**config.mk**
```make
export PLATFORM = sky130hd
export DESIGN_NAME = engine2vga_writer_flat
export DESIGN_NICKNAME = d
export VERILOG_FILES = /design/src/rtl/engine2vga_writer_pkg.sv /design/src/rtl/engine2vga_writer_if.sv /design/src/rtl/engine2vga_writer_pixel_fifo.sv /design/src/rtl/engine2vga_writer.sv /design/src/flat_wrapper.sv
export SDC_FILE = /design/constraint.sdc
export NUM_CORES = 1
export LEC_CHECK = 0
export ABC_CLOCK_PERIOD_IN_PS = 11800
export CAP_MARGIN = 10
export CORE_AREA = 2 2 178 180
export CTS_CLUSTER_DIAMETER = 40
export DETAILED_ROUTE_END_ITERATION = 10
export DIE_AREA = 0 0 180 182
export PLACE_DENSITY = 0.63
export SKIP_CTS_REPAIR_TIMING = 1
export SLEW_MARGIN = 20
export SYNTH_ARGS = -nofsm -noshare
export SYNTH_HDL_FRONTEND = slang
export SYNTH_SLANG_ARGS = --single-unit
export TNS_END_PERCENT = 5
```
**constraint.sdc**
```tcl
create_clock -name clk_iCLK -period 11.8 [get_ports clk_iCLK]
set_input_delay 2.36 -clock clk_iCLK [delete_from_list [all_inputs] [get_ports clk_iCLK]]
set_output_delay 2.36 -clock clk_iCLK [all_outputs]
set_load 0.05 [all_outputs]
```
**src/rtl/engine2vga_writer_pkg.sv**
```systemverilog
// Shared types and constants for the Mandelbrot-engine to VGA frame-buffer writer.
// Holds the pixel record, FSM encoding and the colour-index mapping.
`timescale 1ns/1ps
package engine2vga_writer_pkg;
  localparam int ITER_W    = 16;
  localparam int X_W       = 10;
  localparam int Y_W       = 9;
  localparam int FB_ADDR_W = 19;

  typedef enum logic [1:0] {
    ST_RUN   = 2'd0,
    ST_DRAIN = 2'd1,
    ST_CLEAR = 2'd2
  } state_t;

  typedef struct packed {
    logic [X_W-1:0]    x;
    logic [Y_W-1:0]    y;
    logic [ITER_W-1:0] iter;
  } pix_t;

  // Index 0 is reserved for in-set points, so an escaped count whose low byte is 0 maps to 0xFF.
  function automatic logic [7:0] color_index(input logic [ITER_W-1:0] iter,
                                             input logic [ITER_W-1:0] max_iter);
    logic [7:0] idx;
    if (iter >= max_iter)
      idx = 8'd0;
    else if (iter[7:0] == 8'd0)
      idx = 8'hFF;
    else
      idx = iter[7:0];
    return idx;
  endfunction
endpackage

```
**src/rtl/engine2vga_writer_if.sv**
```systemverilog
// Pixel-result handshake from the engine plus the frame-buffer write port.
// The writer block uses the slave modport; the engine/frame-buffer side uses master.
`timescale 1ns/1ps
interface engine2vga_writer_if;
  import engine2vga_writer_pkg::*;

  logic                 iPix_valid;
  logic                 oPix_ready;
  logic [X_W-1:0]       iPix_x;
  logic [Y_W-1:0]       iPix_y;
  logic [ITER_W-1:0]    iPix_iter;
  logic                 oWR_en;
  logic [FB_ADDR_W-1:0] oADDR;
  logic [7:0]           oDATA;

  modport slave (
    input  iPix_valid, iPix_x, iPix_y, iPix_iter,
    output oPix_ready, oWR_en, oADDR, oDATA
  );

  modport master (
    output iPix_valid, iPix_x, iPix_y, iPix_iter,
    input  oPix_ready, oWR_en, oADDR, oDATA
  );
endinterface

```
**src/rtl/engine2vga_writer_pixel_fifo.sv**
```systemverilog
// First-word-fall-through pixel FIFO; head is visible the cycle after the push edge.
// Pushes while full and pops while empty are ignored; the caller gates both.
`timescale 1ns/1ps
module pixel_fifo
  import engine2vga_writer_pkg::*;
#(
  parameter int DEPTH = 4
) (
  input  logic i_clk,
  input  logic i_rst_n,
  input  logic i_push,
  input  pix_t i_dat,
  input  logic i_pop,
  output pix_t o_dat,
  output logic o_full,
  output logic o_empty
);
  localparam int AW = $clog2(DEPTH);

  pix_t         r_mem [DEPTH];
  logic [AW:0]  r_wr_ptr;
  logic [AW:0]  r_rd_ptr;
  logic         w_do_push;
  logic         w_do_pop;

  assign w_do_push = i_push && !o_full;
  assign w_do_pop  = i_pop && !o_empty;

  always_ff @(posedge i_clk or negedge i_rst_n) begin
    if (!i_rst_n) begin
      r_wr_ptr <= '0;
      r_rd_ptr <= '0;
    end else begin
      if (w_do_push) r_wr_ptr <= r_wr_ptr + (AW+1)'(1);
      if (w_do_pop)  r_rd_ptr <= r_rd_ptr + (AW+1)'(1);
    end
  end

  always_ff @(posedge i_clk) begin
    if (w_do_push) r_mem[r_wr_ptr[AW-1:0]] <= i_dat;
  end

  // Extra pointer bit distinguishes full from empty when the indices match.
  assign o_dat   = r_mem[r_rd_ptr[AW-1:0]];
  assign o_empty = (r_wr_ptr == r_rd_ptr);
  assign o_full  = (r_wr_ptr[AW] != r_rd_ptr[AW]) &&
                   (r_wr_ptr[AW-1:0] == r_rd_ptr[AW-1:0]);
endmodule

```
**src/rtl/engine2vga_writer.sv**
```systemverilog
// Buffers engine pixel results and writes {addr, colour} to the frame buffer; 3-cycle accept-to-write latency.
// Ready drops when the FIFO is full or while draining/clearing; a clear writes zeros over the whole screen.
`timescale 1ns/1ps
module engine2vga_writer
  import engine2vga_writer_pkg::*;
#(
  parameter int H_RES      = 640,
  parameter int V_RES      = 480,
  parameter int FIFO_DEPTH = 4
) (
  input  logic                 clk_iCLK,
  input  logic                 iRST_N,
  input  logic [ITER_W-1:0]    iMax_iter,
  input  logic                 iClear,
  engine2vga_writer_if.slave   pix_bus,
  output logic                 oBusy,
  output logic                 oDrop,
  output logic                 oFrame_done,
  output logic [FB_ADDR_W-1:0] oPix_count
);
  localparam logic [FB_ADDR_W-1:0] PIX_TOTAL = FB_ADDR_W'(H_RES * V_RES);
  localparam logic [FB_ADDR_W-1:0] PIX_LAST  = PIX_TOTAL - FB_ADDR_W'(1);

  state_t               r_state;
  state_t               w_state_nxt;
  logic                 r_rdy_en;
  logic                 w_ready;
  logic                 w_push;
  logic                 w_pop;
  logic                 w_full;
  logic                 w_empty;
  pix_t                 w_in;
  pix_t                 w_head;
  logic                 w_in_range;
  logic [FB_ADDR_W-1:0] w_lin_addr;
  logic                 w_clr_last;

  logic                 r_s1_vld;
  logic                 r_s1_ok;
  logic [FB_ADDR_W-1:0] r_s1_addr;
  logic [7:0]           r_s1_dat;

  logic                 r_wr_en;
  logic                 r_drop;
  logic                 r_fdone;
  logic [FB_ADDR_W-1:0] r_addr;
  logic [7:0]           r_dat;
  logic [FB_ADDR_W-1:0] r_count;
  logic [FB_ADDR_W-1:0] r_clr_addr;

  assign w_ready = r_rdy_en && !w_full && (r_state == ST_RUN);
  assign w_push  = pix_bus.iPix_valid && w_ready;
  assign w_pop   = !w_empty && (r_state != ST_CLEAR);
  assign w_in    = '{x: pix_bus.iPix_x, y: pix_bus.iPix_y, iter: pix_bus.iPix_iter};

  pixel_fifo #(.DEPTH(FIFO_DEPTH)) u_fifo (
    .i_clk   (clk_iCLK),
    .i_rst_n (iRST_N),
    .i_push  (w_push),
    .i_dat   (w_in),
    .i_pop   (w_pop),
    .o_dat   (w_head),
    .o_full  (w_full),
    .o_empty (w_empty)
  );

  // Constant multiplier; for 640 this reduces to (y<<9)+(y<<7)+x.
  assign w_in_range = (w_head.x < X_W'(H_RES)) && (w_head.y < Y_W'(V_RES));
  assign w_lin_addr = FB_ADDR_W'(w_head.y) * FB_ADDR_W'(H_RES) + FB_ADDR_W'(w_head.x);
  assign w_clr_last = (r_clr_addr == PIX_LAST);

  always_ff @(posedge clk_iCLK or negedge iRST_N) begin
    if (!iRST_N) begin
      r_state  <= ST_RUN;
      r_rdy_en <= 1'b0;
    end else begin
      r_state  <= w_state_nxt;
      r_rdy_en <= 1'b1;
    end
  end

  // CLEAR is entered only once both the FIFO and stage 1 are empty.
  always_comb begin
    w_state_nxt = r_state;
    unique case (r_state)
      ST_RUN:   if (iClear) w_state_nxt = ST_DRAIN;
      ST_DRAIN: if (w_empty && !r_s1_vld) w_state_nxt = ST_CLEAR;
      ST_CLEAR: if (w_clr_last) w_state_nxt = ST_RUN;
      default:  w_state_nxt = ST_RUN;
    endcase
  end

  always_ff @(posedge clk_iCLK or negedge iRST_N) begin
    if (!iRST_N) begin
      r_s1_vld  <= 1'b0;
      r_s1_ok   <= 1'b0;
      r_s1_addr <= '0;
      r_s1_dat  <= '0;
    end else begin
      r_s1_vld  <= w_pop;
      r_s1_ok   <= w_in_range;
      r_s1_addr <= w_lin_addr;
      r_s1_dat  <= color_index(w_head.iter, iMax_iter);
    end
  end

  always_ff @(posedge clk_iCLK or negedge iRST_N) begin
    if (!iRST_N) begin
      r_wr_en    <= 1'b0;
      r_drop     <= 1'b0;
      r_fdone    <= 1'b0;
      r_addr     <= '0;
      r_dat      <= '0;
      r_count    <= '0;
      r_clr_addr <= '0;
    end else begin
      r_wr_en <= 1'b0;
      r_drop  <= 1'b0;
      r_fdone <= 1'b0;
      if (r_state == ST_CLEAR) begin
        r_wr_en <= 1'b1;
        r_addr  <= r_clr_addr;
        r_dat   <= 8'd0;
        if (w_clr_last) begin
          r_clr_addr <= '0;
          r_count    <= '0;
        end else begin
          r_clr_addr <= r_clr_addr + FB_ADDR_W'(1);
        end
      end else if (r_s1_vld) begin
        if (r_s1_ok) begin
          r_wr_en <= 1'b1;
          r_addr  <= r_s1_addr;
          r_dat   <= r_s1_dat;
          if (r_count == PIX_LAST) begin
            r_count <= '0;
            r_fdone <= 1'b1;
          end else begin
            r_count <= r_count + FB_ADDR_W'(1);
          end
        end else begin
          r_drop <= 1'b1;
        end
      end
    end
  end

  assign pix_bus.oPix_ready = w_ready;
  assign pix_bus.oWR_en     = r_wr_en;
  assign pix_bus.oADDR      = r_addr;
  assign pix_bus.oDATA      = r_dat;
  assign oBusy              = (r_state != ST_RUN);
  assign oDrop              = r_drop;
  assign oFrame_done        = r_fdone;
  assign oPix_count         = r_count;
endmodule

```
**src/flat_wrapper.sv**
```systemverilog
// flat-port wrapper written by rule: the top's interface ports become plain ports
module engine2vga_writer_flat import engine2vga_writer_pkg::*;
#(
  parameter int H_RES      = 640,
  parameter int V_RES      = 480,
  parameter int FIFO_DEPTH = 4
)
  (clk_iCLK, iRST_N, iMax_iter, iClear, oBusy, oDrop, oFrame_done, oPix_count, pix_bus_iPix_valid, pix_bus_iPix_x, pix_bus_iPix_y, pix_bus_iPix_iter, pix_bus_oPix_ready, pix_bus_oWR_en, pix_bus_oADDR, pix_bus_oDATA);
  engine2vga_writer_if pix_bus_i ();
  input  logic clk_iCLK;
  input  logic iRST_N;
  input  logic [ITER_W-1:0] iMax_iter;
  input  logic iClear;
  output logic oBusy;
  output logic oDrop;
  output logic oFrame_done;
  output logic [FB_ADDR_W-1:0] oPix_count;
  input wire logic [$bits(pix_bus_i.iPix_valid)-1:0] pix_bus_iPix_valid;
  input wire logic [$bits(pix_bus_i.iPix_x)-1:0] pix_bus_iPix_x;
  input wire logic [$bits(pix_bus_i.iPix_y)-1:0] pix_bus_iPix_y;
  input wire logic [$bits(pix_bus_i.iPix_iter)-1:0] pix_bus_iPix_iter;
  output wire logic [$bits(pix_bus_i.oPix_ready)-1:0] pix_bus_oPix_ready;
  output wire logic [$bits(pix_bus_i.oWR_en)-1:0] pix_bus_oWR_en;
  output wire logic [$bits(pix_bus_i.oADDR)-1:0] pix_bus_oADDR;
  output wire logic [$bits(pix_bus_i.oDATA)-1:0] pix_bus_oDATA;
  assign pix_bus_i.iPix_valid = pix_bus_iPix_valid;
  assign pix_bus_i.iPix_x = pix_bus_iPix_x;
  assign pix_bus_i.iPix_y = pix_bus_iPix_y;
  assign pix_bus_i.iPix_iter = pix_bus_iPix_iter;
  assign pix_bus_oPix_ready = pix_bus_i.oPix_ready;
  assign pix_bus_oWR_en = pix_bus_i.oWR_en;
  assign pix_bus_oADDR = pix_bus_i.oADDR;
  assign pix_bus_oDATA = pix_bus_i.oDATA;
  engine2vga_writer #(.H_RES(H_RES), .V_RES(V_RES), .FIFO_DEPTH(FIFO_DEPTH)) u_core (.clk_iCLK(clk_iCLK), .iRST_N(iRST_N), .iMax_iter(iMax_iter), .iClear(iClear), .pix_bus(pix_bus_i), .oBusy(oBusy), .oDrop(oDrop), .oFrame_done(oFrame_done), .oPix_count(oPix_count));
endmodule
```
Word level (Yosys, flattened, before mapping)
Memories as Yosys holds them, arrays and structs flattened.
Index checks and enable logic that the tools add are counted.
{"block": "totals", "ff_bits": 106, "ramBits": 140, "input_bits": 55, "output_inout_bits": 51, "word_cells": 86, "n_memories": 1}
{"memory": "u_core.u_fifo.r_mem", "words": 4, "width": 35, "rd": 1, "rd_clocked_by_memory_dff": 0, "write_ports": 1, "line": "engine2vga_writer_pixel_fifo.sv:20", "text": "pix_t r_mem [DEPTH];"}
{"block": "classes", "addsub": 5, "mul": 1, "n_lt_le_gt_ge": 3, "n_eq_ne": 11, "muxes": 30, "n_reduce_logical": 20}
{"cell": "$mux W19", "n": 9}
{"cell": "$mux W8", "n": 5}
{"cell": "$add A19 B1 Y19 const B", "n": 2}
{"cell": "$eq A19 B19 Y1 const B", "n": 2}
{"cell": "$add A19 B10 Y19", "n": 1}
{"cell": "$ge A16 B16 Y1", "n": 1}
{"cell": "$mul A9 B3 Y12 const B", "n": 1}
{"cell": "$mux W1", "n": 12}
{"cell": "$lt A10 B10 Y1 const B", "n": 1}
{"cell": "$logic_and A1 B1 Y1", "n": 9}
{"cell": "$lt A9 B9 Y1 const B", "n": 1}
{"cell": "$logic_not A8 Y1", "n": 1}
{"cell": "$add A3 B1 Y3 const B", "n": 2}
{"cell": "$mux W2", "n": 3}
{"cell": "$pmux W2 S3", "n": 1}
{"cell": "$reduce_and A3 Y1", "n": 2}
{"cell": "$reduce_bool A2 Y1", "n": 3}
{"cell": "$ne A2 B1 Y1 const B", "n": 2}
{"cell": "$ne A2 B2 Y1 const B", "n": 2}
{"cell": "$eq A3 B3 Y1", "n": 1}
{"cell": "$logic_not A1 Y1", "n": 3}
{"cell": "$eq A2 B1 Y1 const B", "n": 1}
{"cell": "$eq A2 B2 Y1", "n": 1}
{"cell": "$eq A2 B2 Y1 const B", "n": 1}
{"cell": "3 further kinds", "n": 3}

Depth between registers and ports, before layout
{"block": "depth", "ltp_word": 9, "ltp_mapped": 13, "ltp_nobuf": 10}

Modules after synthesis
From an unflattened synthesis, not the netlist that was laid out.
{"block": "hier_totals", "cells_unflattened": 773, "hier_area_um2": 10704.0}
{"mod": "pixel_fifo", "n_inst": 1, "cells_each": 231, "area_per_inst_um2": 5521.5, "seq_area_each_um2": 4354.2}
{"mod": "engine2vga_writer", "n_inst": 1, "cells_each": 542, "area_per_inst_um2": 5182.5, "seq_area_each_um2": 2502.4}

Worst setup path before layout
Ideal clock, no wire load.
{"block": "synth_timing", "kind": "reg-to-output", "start": "register u_core.r_state[1]", "end": "output port pix_bus_oPix_ready", "arrival_ps": 2295, "t_required_ps": 9440, "setup_slack_ps": 7145, "stages_incl_launch_ff": 3, "cell_sequence": "dfrtp_1 -> or2_2 -> a311oi_1"}
{"block": "synth_via", "elab_chain_len": 2}
{"element": "from (decl)", "line": "engine2vga_writer.sv:24", "text": "state_t r_state;"}
{"element": "from (signal assigned)", "line": "engine2vga_writer.sv:77", "text": "r_state <= w_state_nxt;"}
{"element": "$logic_not A2 Y1", "line": "engine2vga_writer.sv:51", "text": "assign w_ready = r_rdy_en && !w_full && (r_state == ST_RUN);"}
{"element": "$logic_and A1 B1 Y1", "line": "engine2vga_writer.sv:51"}
{"element": "to (decl)", "line": "flat_wrapper.sv:22", "text": "output wire logic [$bits(pix_bus_i.oPix_ready)-1:0] pix_bus_oPix_ready;"}
No other way between the ends.

Worst setup path in the final report
{"block": "layout_timing", "start": "register u_core.u_fifo.r_rd_ptr[0]", "end": "output port pix_bus_oPix_ready"}
{"block": "layout_via", "elab_chain_len": 5}
{"element": "from (decl)", "line": "engine2vga_writer_pixel_fifo.sv:22", "text": "logic [AW:0] r_rd_ptr;"}
{"element": "from (signal assigned)", "line": "engine2vga_writer_pixel_fifo.sv:35", "text": "if (w_do_pop) r_rd_ptr <= r_rd_ptr + (AW+1)'(1);"}
{"element": "$eq A2 B2 Y1", "line": "engine2vga_writer_pixel_fifo.sv:47", "text": "(r_wr_ptr[AW-1:0] == r_rd_ptr[AW-1:0]);"}
{"element": "$logic_and A1 B1 Y1", "line": "engine2vga_writer_pixel_fifo.sv:46", "text": "assign o_full = (r_wr_ptr[AW] != r_rd_ptr[AW]) &&"}
{"element": "$logic_not A1 Y1", "line": "engine2vga_writer.sv:51"}
{"element": "$logic_and A1 B1 Y1 (2 in series)", "line": "engine2vga_writer.sv:51"}
No other way between the ends.

==> impl_results.html <==
<table>
<tr><th>Metric</th><th>Value</th></tr>
<tr><th colspan="2">Worst setup path</th></tr>
<tr><td>Critical path, cell by cell</td><td>buf_4, xnor2_1, a311oi_1, clkdlybuf4s50_1</td></tr>
<tr><td>Kind of capture point of the worst setup path</td><td>output pin</td></tr>
<tr><td>Type of element launching the critical path</td><td>register</td></tr>
<tr><td>Number of buffer and inverter stages on the critical path</td><td>2</td></tr>
<tr><td>R2R Path Start</td><td>u_core.u_fifo.r_rd_ptr[0]$_DFFE_PN0P_</td></tr>
<tr><td>Required time of the critical path</td><td>9.44 ns</td></tr>
<tr><td>Largest delay share family, worst path</td><td>buffers and inverters</td></tr>
<tr><td>Critical Path AT</td><td>3.08 ns</td></tr>
<tr><td>Critical Setup Path Class</td><td>register to output pin</td></tr>
<tr><td>R2r endpoint</td><td>u_core.r_s1_addr[17]$_DFF_PN0_</td></tr>
<tr><td>Worst stage delay on the critical path</td><td>0.97 ns</td></tr>
<tr><td>Reg-to-reg slack, setup</td><td>7.91 ns</td></tr>
<tr><td>Worst r2r path cells</td><td>11</td></tr>
<tr><td>CP max-delay cell</td><td>sky130_fd_sc_hd__clkdlybuf4s50_1</td></tr>
<tr><td>Top fanout value on the critical path</td><td>38</td></tr>
<tr><th colspan="2">Yosys</th></tr>
<tr><td>Post-Syn Nets</td><td>870</td></tr>
<tr><td>Fraction of synthesized area in multiplexers</td><td>7.52%</td></tr>
<tr><td>Number of instances in the synthesized netlist</td><td>approximately 770</td></tr>
<tr><td>Fraction of registers with async set or reset after synthesis</td><td>43.1%</td></tr>
<tr><td>Synth Warn #</td><td>0</td></tr>
<tr><td>Compound-gate portion of the synthesized area</td><td>7.56%</td></tr>
<tr><td>Number of flops mapped to enable cells by yosys</td><td>140</td></tr>
<tr><td>Flip-flop and latch count after synthesis</td><td>between 200 and 250</td></tr>
<tr><td>Distinct cell type count of the synthesized netlist</td><td>60</td></tr>
<tr><td>Fraction of the mapped netlist area in adder cells</td><td>just over 5%</td></tr>
<tr><td>Combined area of all synthesized cells</td><td>~0.011 mm^2</td></tr>
<tr><td>Simple-Gate Fraction of Synth Area</td><td>10.2%</td></tr>
<tr><td>Xor and xnor area share after synthesis</td><td>2.97%</td></tr>
<tr><td>Top flip-flop cell by instance count after synthesis</td><td>sky130_fd_sc_hd__edfxtp_1</td></tr>
<tr><td>Largest family of logic cells by synthesized area</td><td>simple AND/OR/NAND/NOR gates</td></tr>
<tr><td>Synthesized area divided by synthesized cell count</td><td>13.7 um^2</td></tr>
<tr><td>Seq/Total Area, Yosys</td><td>64.5%</td></tr>
<tr><th colspan="2">Final layout</th></tr>
<tr><td>Number of nets in the final layout</td><td>995</td></tr>
<tr><td>Share of post-route cells with drive strength above 1</td><td>12.1%</td></tr>
<tr><td>Area growth syn-to-layout</td><td>25.8%</td></tr>
<tr><td>Inserted Diodes</td><td>0</td></tr>
<tr><th colspan="2">STA</th></tr>
<tr><td>Number of setup violations in the final report</td><td>0</td></tr>
<tr><td>RSZ-0062 raised after global routing</td><td>false</td></tr>
<tr><td>Worst hold slack after final layout</td><td>0.459 ns</td></tr>
<tr><td>Period Utilization, post-route</td><td>a little under half</td></tr>
<tr><td>Relative slew margins</td><td>34.2%</td></tr>
<tr><td>Worst Tran Pin Value</td><td>a little under 1 ns</td></tr>
<tr><td>Final Slew Violations</td><td>0</td></tr>
<tr><td>Final worst path period need</td><td>5.44 ns</td></tr>
<tr><td>Setup tns final</td><td>0 ns</td></tr>
<tr><td>Highest Clock Rate</td><td>roughly 0.18 GHz</td></tr>
<tr><td>Final Hold Fails</td><td>0</td></tr>
<tr><td>Worst setup skew after layout</td><td>around 0.012 ns</td></tr>
<tr><th colspan="2">Hold path</th></tr>
<tr><td>Hold depth</td><td>1</td></tr>
<tr><td>Worst min path class</td><td>register to register</td></tr>
<tr><td>Startpoint of the tightest hold check path</td><td>u_core.r_s1_ok$_DFF_PN0_</td></tr>
<tr><td>Hold EP</td><td>u_core.oDrop$_DFF_PN0_</td></tr>
<tr><th colspan="2">Clock network</th></tr>
<tr><td>Number of buffers inserted during clock tree synthesis</td><td>35</td></tr>
<tr><td>Clock tree buffer depth</td><td>3</td></tr>
<tr><td>TritonCTS clock tree</td><td>built</td></tr>
<tr><td>Clock latency at the later pin of the worst-skew pair</td><td>0.50 ns</td></tr>
<tr><td># clock sinks</td><td>246</td></tr>
<tr><td>Clk root buf</td><td>sky130_fd_sc_hd__clkbuf_16</td></tr>
<tr><td>Clock input transition at the sequential cells of the worst setup and hold paths</td><td>0.05 ns</td></tr>
<tr><td>Maximum level of the CTS H-tree</td><td>2</td></tr>
<tr><th colspan="2">Floorplan</th></tr>
<tr><td>Num ports</td><td>106</td></tr>
<tr><td>Std-Cell Rows</td><td>65</td></tr>
<tr><td>Initial cell density of the core</td><td>34.3%</td></tr>
<tr><td>Std-Cell Core Area</td><td>0.0310 mm^2</td></tr>
<tr><td>DIE WIDTH</td><td>180 um</td></tr>
<tr><td>Die area</td><td>0.0328 mm^2</td></tr>
<tr><td>Die H</td><td>182 um</td></tr>
<tr><th colspan="2">Pwr</th></tr>
<tr><td>Final Total Pwr</td><td>3.52 mW</td></tr>
<tr><td>Power Density</td><td>263 mW/mm^2</td></tr>
<tr><td>Worst voltage drop across the vdd grid</td><td>0.139 mV</td></tr>
<tr><td>Leakage power</td><td>5.13 nW</td></tr>
<tr><th colspan="2">GRT</th></tr>
<tr><td>Antenna violations before repair</td><td>0</td></tr>
<tr><td>Leftover overflow at the end of global routing</td><td>0</td></tr>
<tr><td>Total routing resource utilization after global routing</td><td>about 14%</td></tr>
<tr><td>Pin count of the biggest net entering global routing</td><td>78</td></tr>
<tr><td>Via count of the first global-routing pass</td><td>6654</td></tr>
<tr><td>Global-route wire length before repair</td><td>35.9 mm</td></tr>
<tr><th colspan="2">Place</th></tr>
<tr><td>HPWL after detailed placement</td><td>14.6 mm</td></tr>
<tr><td>IO Port Bufs</td><td>105</td></tr>
<tr><td>Placer's final routability congestion estimate</td><td>0.773</td></tr>
<tr><th colspan="2">Detailed routing</th></tr>
<tr><td>Overall via count from detail_route</td><td>6579</td></tr>
<tr><td>Number of nets still failing antenna checks after routing</td><td>0</td></tr>
<tr><td>DRC errors left</td><td>0</td></tr>
<tr><td>DRT iter0 DRCs</td><td>384</td></tr>
<tr><td>Detailed-route wire length</td><td>22.2 mm</td></tr>
<tr><td>Routed length per placed instance</td><td>16.7 um</td></tr>
<tr><td>Routed vias/inst</td><td>4.96</td></tr>
<tr><td>Number of iterations in the first detailed-routing pass</td><td>4</td></tr>
<tr><th colspan="2">Outcome</th></tr>
<tr><td>Status</td><td>finished clean</td></tr>
<tr><th colspan="2">Flow run</th></tr>
<tr><td>Max-capacitance violation count</td><td>0</td></tr>
</table>
sequential cells by signal, summed over array words and instances, names as in the netlist, 2 cells and up:
name and count:
u_core.u_fifo.r_mem 140, u_core.oPix_count 19, u_core.pix_bus.oADDR 19, u_core.r_clr_addr 19, u_core.r_s1_addr 19, u_core.pix_bus.oDATA 8, u_core.r_s1_dat 8, u_core.u_fifo.r_rd_ptr 3
u_core.u_fifo.r_wr_ptr 3, u_core.r_state 2
cells in the mapped netlist, drive strengths merged (2+ instances only):
library cell	number	share of area [%]
and2	6	0.35
fa	2	0.38
xnor2	21	1.7
o211ai	10	0.71
ha	40	4.7
a211oi	4	0.28
and4	4	0.33
or4	3	0.28
mux4	35	7.4
dfrtp	106	25
nor2b	4	0.24
xor2	15	1.2
nor4	2	0.26
edfxtp	140	40
o41ai	2	0.16
clkbuf	12	0.42
nand2b	3	0.18
nand4	12	0.71
nor3	6	0.28
o21a	4	0.28
nor2	59	2.2
and3	8	0.47
buf	15	0.73
o2111ai	3	0.25
a21oi	21	1.0
or2	4	0.24
o21ai	38	1.8
nand2	96	3.4
a21o	7	0.49
inv	27	0.95
nand3	17	0.80
a31oi	23	1.4
or3	2	0.12
o31ai	5	0.35
nor3b	2	0.14
placed cells by master, fill, tap and decap left out, drive strengths merged, types with 8 or more instances in the layout:
master         count
a21oi             21
a31oi             23
and3               8
buf               11
clkbuf            48
clkdlybuf4s50    104
dfrtp            106
edfxtp           140
ha                40
inv               32
mux4              35
nand2             96
nand3             17
nand4             12
nor2              59
o211ai            10
o21ai             38
xnor2             21
xor2              15
stage by stage:
step	std cells	util, %	setup slack [ns]	area [um^2]
after global routing	1326	43.1	6.13	13400
after detailed placement	1262	39.1	6.81	12100
after global placement	1262	39.1	6.81	12100
final	1326	43.1	6.36	13400
after floorplan	773	-	7.14	10600
after CTS	1325	43.1	6.26	13300
how the worst max path moves through the flow:
stage                                                startpoint  cells past startpoint  slack, ns                  to
after floorplan                   u_core.r_state[1]$_DFFE_PN0P_                      2       7.14  pix_bus_oPix_ready
after global placement    u_core.u_fifo.r_rd_ptr[0]$_DFFE_PN0P_                      4       6.81  pix_bus_oPix_ready
after detailed placement  u_core.u_fifo.r_rd_ptr[0]$_DFFE_PN0P_                      4       6.81  pix_bus_oPix_ready
after CTS                 u_core.u_fifo.r_rd_ptr[0]$_DFFE_PN0P_                      4       6.26  pix_bus_oPix_ready
after global routing      u_core.u_fifo.r_rd_ptr[0]$_DFFE_PN0P_                      4       6.13  pix_bus_oPix_ready
final                     u_core.u_fifo.r_rd_ptr[0]$_DFFE_PN0P_                      4       6.36  pix_bus_oPix_ready
layout make-up:
class / instances / area (um^2)
Clock buffer: 48 / 1010
Sequential cell: 246 / 6860
Inverter: 27 / 101
Clock inverter: 15 / 216
Multi-Input combinational cell: 473 / 3550
Fill cell: 2803 / 17600
Timing Repair Buffer: 115 / 1140
Tap cell: 402 / 503
worst register-to-register path, delay by kind of cell, from the launching register on:
kind            cells  cell delay [ns]
xor+xnor            2             0.35
buf+inv             1             0.59
fa+ha+maj           3             0.96
flops               1             0.33
compound gates      3             0.75
simple gates        1             0.12
mux                 1             0.66
kinds of logic (layout without fill, tap and decap cells):
logic type / after synthesis / count (layout)
fa+ha+maj: 42 / 42
compound gates: 127 / 127
mux: 36 / 36
xor+xnor: 36 / 36
other cells: 1 / 1
flops: 246 / 246
simple gates: 231 / 231
buf+inv: 54 / 205
per-layer routing:
layer / up-vias / part of all wire (%) / track usage (%)
li1: 3133 / - / -
met1: 3220 / 46 / 18.0
met2: 184 / 47 / 22.6
met3: 42 / 4.9 / 2.73
met4: 0 / 2.4 / 4.26
met5: - / 0 / 0
power by group:
| group | internal [mW] | total [mW] | switching, mW | leakage, nW |
|---|---|---|---|---|
| logic | 0.534 | 1.32 | 0.787 | 1.94 |
| clock network | 0.693 | 1.07 | 0.380 | 0.596 |
| registers | 1.05 | 1.13 | 0.0733 | 2.60 |
| total | 2.28 | 3.52 | 1.24 | 5.13 |
Note: power is estimated with default switching activity, not from simulation.
